## src/rtl/star_noc_pkg.sv

```systemverilog
// Shared types and defaults for the star router NoC blocks.
// Holds the port count, credit depth and the output arbiter state encoding.
package star_noc_pkg;

    localparam int NUM_PORTS        = 2;
    localparam int CREDIT_DEPTH_DEF = 4;

    typedef enum logic {
        ST_IDLE = 1'b0,
        ST_BUSY = 1'b1
    } arb_state_e;

endpackage

```

## src/rtl/output_port_arbiter_rr_pick.sv

```systemverilog
// Rotate-priority picker: selects the first asserted request at or after ptr,
// wrapping modulo NUM_REQ. Purely combinational.
module rr_pick #(
    parameter int NUM_REQ = 2,
    localparam int IW     = $clog2(NUM_REQ)
) (
    input  logic [NUM_REQ-1:0] req,
    input  logic [IW-1:0]      ptr,
    output logic [NUM_REQ-1:0] onehot,
    output logic [IW-1:0]      idx,
    output logic               any
);

    logic [IW:0]   sum;
    logic [IW-1:0] cand;

    // NOTE: every always_comb output gets a default first so no path leaves it unassigned (no latch).
    always_comb begin
        onehot = '0;
        idx    = '0;
        any    = 1'b0;
        sum    = '0;
        cand   = '0;
        for (int k = 0; k < NUM_REQ; k++) begin
            sum = {1'b0, ptr} + (IW+1)'(k);
            if (sum >= (IW+1)'(NUM_REQ)) begin
                sum = sum - (IW+1)'(NUM_REQ);
            end
            cand = sum[IW-1:0];
            if (!any && req[cand]) begin
                any          = 1'b1;
                idx          = cand;
                onehot[cand] = 1'b1;
            end
        end
    end

endmodule

```

## src/rtl/output_port_arbiter.sv

```systemverilog
// Round-robin, packet-locked arbiter for one crossbar output port.
// Holds a grant from head to tail flit and gates each transfer on downstream credits.
module output_port_arbiter
    import star_noc_pkg::*;
#(
    parameter int  NUM_REQ      = star_noc_pkg::NUM_PORTS,
    parameter int  CREDIT_DEPTH = star_noc_pkg::CREDIT_DEPTH_DEF,
    localparam int CW           = $clog2(CREDIT_DEPTH + 1),
    localparam int IW           = $clog2(NUM_REQ)
) (
    input  logic               clk,
    input  logic               rst,
    input  logic [NUM_REQ-1:0] req,
    input  logic [NUM_REQ-1:0] tail,
    input  logic               credit_in,
    output logic [NUM_REQ-1:0] grant,
    output logic               xfer,
    output logic               locked,
    output logic [CW-1:0]      credit_cnt,
    output logic               cred_err
);

    arb_state_e         state, state_n;
    logic [IW-1:0]      owner, owner_n;
    logic [IW-1:0]      rr_ptr, rr_ptr_n;
    logic [NUM_REQ-1:0] grant_n;
    logic [NUM_REQ-1:0] pick_onehot;
    logic [IW-1:0]      pick_idx;
    logic               pick_any;
    logic               cred_ok;

    rr_pick #(.NUM_REQ(NUM_REQ)) u_pick (
        .req    (req),
        .ptr    (rr_ptr),
        .onehot (pick_onehot),
        .idx    (pick_idx),
        .any    (pick_any)
    );

    assign cred_ok = (credit_cnt != '0);
    assign xfer    = (state == ST_BUSY) && req[owner] && cred_ok;
    assign locked  = (state == ST_BUSY);

    always_comb begin
        state_n  = state;
        grant_n  = grant;
        owner_n  = owner;
        rr_ptr_n = rr_ptr;
        unique case (state)
            ST_IDLE: begin
                grant_n = '0;
                if (pick_any && cred_ok) begin
                    grant_n = pick_onehot;
                    owner_n = pick_idx;
                    state_n = ST_BUSY;
                end
            end
            ST_BUSY: begin
                // The pointer moves only on packet completion, which is what bounds starvation.
                if (xfer && tail[owner]) begin
                    grant_n  = '0;
                    state_n  = ST_IDLE;
                    rr_ptr_n = (owner == IW'(NUM_REQ - 1)) ? '0 : owner + IW'(1);
                end
            end
            default: state_n = ST_IDLE;
        endcase
    end

    // NOTE: sequential state uses non-blocking assignments; reset is sampled on the clock edge.
    always_ff @(posedge clk) begin
        if (rst) begin
            state  <= ST_IDLE;
            grant  <= '0;
            owner  <= '0;
            rr_ptr <= '0;
        end else begin
            state  <= state_n;
            grant  <= grant_n;
            owner  <= owner_n;
            rr_ptr <= rr_ptr_n;
        end
    end

    always_ff @(posedge clk) begin
        if (rst) begin
            credit_cnt <= CW'(CREDIT_DEPTH);
            cred_err   <= 1'b0;
        end else begin
            unique case ({xfer, credit_in})
                2'b10: credit_cnt <= credit_cnt - CW'(1);
                2'b01: begin
                    if (credit_cnt == CW'(CREDIT_DEPTH)) begin
                        cred_err <= 1'b1;
                    end else begin
                        credit_cnt <= credit_cnt + CW'(1);
                    end
                end
                default: credit_cnt <= credit_cnt;
            endcase
        end
    end

endmodule

```

## config.mk

```make
export PLATFORM = sky130hd
export DESIGN_NAME = output_port_arbiter
export DESIGN_NICKNAME = d
export VERILOG_FILES = /design/src/rtl/star_noc_pkg.sv /design/src/rtl/output_port_arbiter_rr_pick.sv /design/src/rtl/output_port_arbiter.sv
export SDC_FILE = /design/constraint.sdc
export NUM_CORES = 1
export LEC_CHECK = 0
export ABC_AREA = 1
export BUFFER_PORTS_ARGS = -buffer_cell sky130_fd_sc_hd__buf_2
export CORE_AREA = 2 2 39 41
export CTS_CLUSTER_DIAMETER = 80
export CTS_CLUSTER_SIZE = 24
export DETAILED_ROUTE_END_ITERATION = 7
export DIE_AREA = 0 0 41 43
export PLACE_DENSITY = 0.65
export REMOVE_ABC_BUFFERS = 1
export SYNTH_ARGS = -nofsm -noshare
export SYNTH_HDL_FRONTEND = slang
export SYNTH_SLANG_ARGS = --single-unit
```

## constraint.sdc

```tcl
create_clock -name clk -period 4.58 [get_ports clk]
set_input_delay 0.687 -clock clk [delete_from_list [all_inputs] [get_ports clk]]
set_output_delay 0.687 -clock clk [all_outputs]
set_load 0.005 [all_outputs]
```

# == Yosys cells after proc, flatten, opt, wreduce, memory -nomap -nowiden ==
# Index checks and enable logic that the tools add are counted.
# totals
ff_bits,9
in_bits,7
out_inout_bits,8
wordCells,69
# classes
n_addsub,6
order_cmp,7
n_eq_ne,5
muxes,29
n_bitwise,2
n_reduce_logical,14
# op_table
op,count
$mux W1,19
$mux W2,4
$reduce_and A2 Y1,4
$logic_and A1 B1 Y1,7
$lt A1 B2 Y1 const B,3
$pmux W3 S2,1
$pmux W2 S2,1
$add A3 B1 Y3 const B,1
$eq A3 B3 Y1 const B,1
$mux W3,1
$reduce_bool A3 Y1,1
$sub A3 B1 Y3 const B,1
$add A1 B1 Y2 const B,1
$demux W1 S1,2
$eq A2 B1 Y1 const B,1
$eq A2 B2 Y1 const B,1
$ge A1 B1 Y1 const B,2
$ge A1 B2 Y1 const B,1
$ge A2 B2 Y1 const B,1
$ne A2 B1 Y1 const B,1
$ne A2 B2 Y1 const B,1
$or A2 B2 Y2,1
$pmux W1 S2,1
$reduce_bool A2 Y1,1
4 further kinds,5

# == Logic depth before layout (Yosys ltp) ==
# depth
ltp_word,11
depth_mapped,12
ltp_nobuf,12

# == Cells and area by module ==
# From an unflattened synthesis, not the netlist that was laid out.
# unflattened
hier_cells,70
area_unflattened_um2,491.7
# by_module_without_submodules
module,n_inst,cells_each,area_each_um2
output_port_arbiter,1,63,461.7
rr_pick,1,7,30.0

# == Worst setup path after synthesis ==
# No wires, ideal clock.
# synth_path
path_type,in2reg
start,input req[0]
end,register credit_cnt[2]
t_arrival_ns,1.609
required_ns,4.459
setup_slack_ns,2.850
path_stages,11
path_buffers,0
path_cell_list,nand2_1 nand2_2 nand3_2 nand2_2 fa_1 inv_1 nand2_1 nand2_2 nand2_1 nand2_1 nand3_1
# synth_via
elab_chain_len,7
word_cells_on_any_way,10
# synth_rtl
element,line,rtl
"start, declared",output_port_arbiter.sv:13,"input logic [NUM_REQ-1:0] req,"
$mux W1 (not written as such) (*) (2 in a row),output_port_arbiter.sv:41,assign xfer = (state == ST_BUSY) && req[owner] && cred_ok;
$logic_and A1 B1 Y1 (*) (2 in a row),output_port_arbiter.sv:41,
$eq A2 B1 Y1 or $eq A2 B2 Y1 (tied branches),output_port_arbiter.sv:90,"unique case ({xfer, credit_in})"
$ne A2 B2 Y1 (no line) or $reduce_bool A2 Y1 (tied branches),-,
$reduce_and A2 Y1 (no line),-,
"end signal, assigned",output_port_arbiter.sv:87,credit_cnt <= CW'(CREDIT_DEPTH);
"end signal, assigned",output_port_arbiter.sv:91,2'b10: credit_cnt <= credit_cnt - CW'(1);
"end signal, assigned",output_port_arbiter.sv:96,credit_cnt <= credit_cnt + CW'(1);
"end, declared",output_port_arbiter.sv:19,"output logic [CW-1:0] credit_cnt,"
# Mark *: on every way between the ends. The rest lies on a longest branch, timed or not. The select of a mux whose other input is x is not followed.
# A chain may end at the register's enable or synchronous reset.

# == Final worst setup path ==
# layout_path
start,input req[1]
end,output xfer
# layout_via
elab_chain_len,4
# layout_rtl
element,line,rtl
$mux W1 (not written as such) (2 in a row),output_port_arbiter.sv:41,
$logic_and A1 B1 Y1 (2 in a row),output_port_arbiter.sv:41,
"end, declared",output_port_arbiter.sv:17,"output logic xfer,"
# No other way between the ends. The select of a mux whose other input is x is not followed.

==> qor.yml <==
critical_path:
  r2r_end: "credit_cnt[2]"
  setup.worst_path.end: "xfer"
  max_stage_delay_ns: 0.13
  timing.critical_path.cells: "buf_2 -> nand2_2 -> nand2_2 -> nand2_2 -> nor2_4 -> buf_2"
  critical_path.max_fanout: 4
  arrival_ns: 1.24
  crit_family: "simple AND/OR/NAND/NOR gates"
  critical-path-top-cell-by-count: "sky130_fd_sc_hd__nand2_2"
  worst-path-stages: 6
  worst_setup_path_start_kind: "primary input"
  worst-path-buf-inv: 2
  slowest_stage: "sky130_fd_sc_hd__buf_2"
  reg2reg_slack_ns: 2.89
  setup.worst_path.end_class: "output port"
  worst_r2r_startpoint: "credit_cnt[0]"
  r2r.worst_path.cells: 11
  critical_path_required_ns: 3.89
  critical_path_class: "in -> out"
  worst_setup_path_startpoint: "req[1]"
sta:
  timing_worst_slew_pin_value_ns: 0.260
  final.period_utilization: 0.422
  finalHoldViolCount: 0
  final-setup-viol-count: 0
  max_slew_margin: 0.826
  finalWorstPathRequiredPeriod_ns: 1.93
  fin_worst_skew_ns: 0.00503
  totalNegativeSetupSlack_ns: 0
  rsz_0062_raised_after_global_routing: "no"
  fmax_mhz: 518
  timing_max_transition_violations_final: 0
synthesis:
  synth-seq-cells: 9
  yosysWarningCount: 0
  syn_area_sq_um: 483
  netlist-cell-type-count: 16
  seq_area_frac_synth: 0.373
  cells_after_synth: 67
  postSynthAreaPerCell_sq_um: 7.21
finish:
  area_delta_synth_final_pct: 24.4
  fill_cells: 153
  fin_nets: 94
  drive_gt1_frac: 0.365
  post-route-util: 0.434
  number_of_inserted_diodes: 0
  final_area_sq_um: 601
  layout_common_cells: "sky130_fd_sc_hd__nand2_1, sky130_fd_sc_hd__buf_2, sky130_fd_sc_hd__dfxtp_1"
die:
  i_o_pin_cnt: 15
  start_util: 0.349
  chipWidth_microns: 41
  std_cell_rows: 14
  core_area_sq_um: 1380
  die-height_microns: 43
  design.die.area_sq_um: 1760
min_path:
  worst_hold_path_type: "reg -> reg"
  holdPathStages: 1
route:
  routed_wire_length_per_instance_microns: 9.91
  first_iter_violations: 6
  antenna_violating_nets_post_route: 0
  route.vias.total: 475
  drc: 0
  detail_route.first_pass.iterations: 2
  drt_wl_total_microns: 1000
  vias_per_cell: 4.70
placement:
  hpwlAfterDp_microns: 795
  place_congestion: 0.707
  buffer_ports.inserted: 14
  place_area_sq_um: 573
cts:
  cts-resized-gates: 0
  cts.hold.buffers_added: 0
  cts_root_buf: "sky130_fd_sc_hd__clkbuf_4"
  cts_setup_buffers: 0
  clkLatencyLatePin_ns: 0.26
  numCtsBuffers: 3
  clk_pin_slew_ns: 0.06
  htree_num_levels: 1
  cts_tree: "yes"
  cts.sink_count: 9
  max-clock-path-buffers: 2
global_route:
  grt_start_max_net_pins: 8
  grt.busiest_layer: "met2"
  gr-usage-met1: 0.137
  number_of_antenna_violations_at_the_first_check_in_global_routing: 0
  groute.usage.overall: 0.150
  grt_pass1_wl_microns: 1730
  met3_track_utilization_from_global_routing: 0.0785
  global_route.overflow_total: 0
  via_count_of_the_first_global_routing_pass: 446
  use_met2: 0.269
power_and_ir_drop:
  vdd.ir_drop.worst_mv: 0.232
  power_uw: 267
  powerDensity_nw_per_um2: 444
  cellLeakagePower_uw: 0.000303
job:
  max-cap-violations: 0
run_status:
  run_status: "completed"
-- worst min-delay path by stage --
stage / startpoint / end / slack, ns
2_1_floorplan: rr_ptr / rr_ptr / 0.43
3_3_place_gp: cred_err / cred_err / 0.45
3_5_place_dp: cred_err / cred_err / 0.45
4_1_cts: cred_err / cred_err / 0.46
5_1_grt: cred_err / cred_err / 0.48
6_report: cred_err / cred_err / 0.46
-- routing by layer --
layer	part of all wire	wire length (microns)	vias up
met2	0.56	561	14
met5	0	0	-
li1	-	-	252
met1	0.36	364	207
met4	0.0040	4	0
met3	0.070	70	2
-- where the power goes --
part | switching, uW | leakage [uW] | internal (uW)
Clock | 30.2 | 0.0000177 | 32.3
Combinational | 55.7 | 0.000211 | 39.8
Sequential | 15.9 | 0.0000742 | 92.7
-- state kept, by name, summed over array words and instances (netlist names) --
signal      flops
rr_ptr          1
owner           1
locked          1
cred_err        1
credit_cnt      3
grant           2
-- worst reg2reg max path, delay by kind of cell, from the launching register on --
kind | cells | cell delay, ns
and+or+nand+nor | 9 | 0.75
buffers and inverters | 1 | 0.07
adders and majority gates | 1 | 0.40
DFF | 1 | 0.36
-- stage by stage --
step                      worst slack, ns  hold slack (ns)  cells
after floorplan                      2.85            0.435     67
after global placement               2.65            0.451     97
after detailed placement             2.62            0.450     97
after CTS                            2.64            0.464    101
after global routing                 2.56            0.475    101
final                                2.65            0.461    101
-- kinds of logic after synthesis --
kind of cell / share of synthesized area
flops: 0.373
fa+ha+maj: 0.0415
compound gates: 0.104
simple gates: 0.412
buf+inv: 0.0699
-- Yosys cell counts --
library cell                n  area share
sky130_fd_sc_hd__a21oi_1    5       0.052
sky130_fd_sc_hd__o21ai_1    2       0.021
sky130_fd_sc_hd__inv_1      6       0.047
sky130_fd_sc_hd__nand2_2    7       0.091
sky130_fd_sc_hd__nor2_4     1       0.023
sky130_fd_sc_hd__nand3_1    7       0.073
sky130_fd_sc_hd__o21a_1     1       0.016
sky130_fd_sc_hd__dfxtp_1    9        0.37
sky130_fd_sc_hd__fa_1       1       0.041
sky130_fd_sc_hd__nand2_1   14        0.11
sky130_fd_sc_hd__nand3_2    1       0.021
sky130_fd_sc_hd__nand4_1    2       0.026
sky130_fd_sc_hd__nand2_4    1       0.023
sky130_fd_sc_hd__inv_2      3       0.023
sky130_fd_sc_hd__nor2_1     6       0.047
sky130_fd_sc_hd__o211ai_1   1       0.016
-- cell type report --
cell class	count	area (sq um)	share of cell area
Clock inverter	1	5.00	0.00833
Clock buffer	3	22.5	0.0375
Inverter	9	33.8	0.0563
Tap cell	16	20.0	0.0333
Multi-Input combinational cell	49	269	0.448
Sequential cell	9	180	0.300
Timing Repair Buffer	14	70.1	0.117
Power figures use the tool's default switching activity.
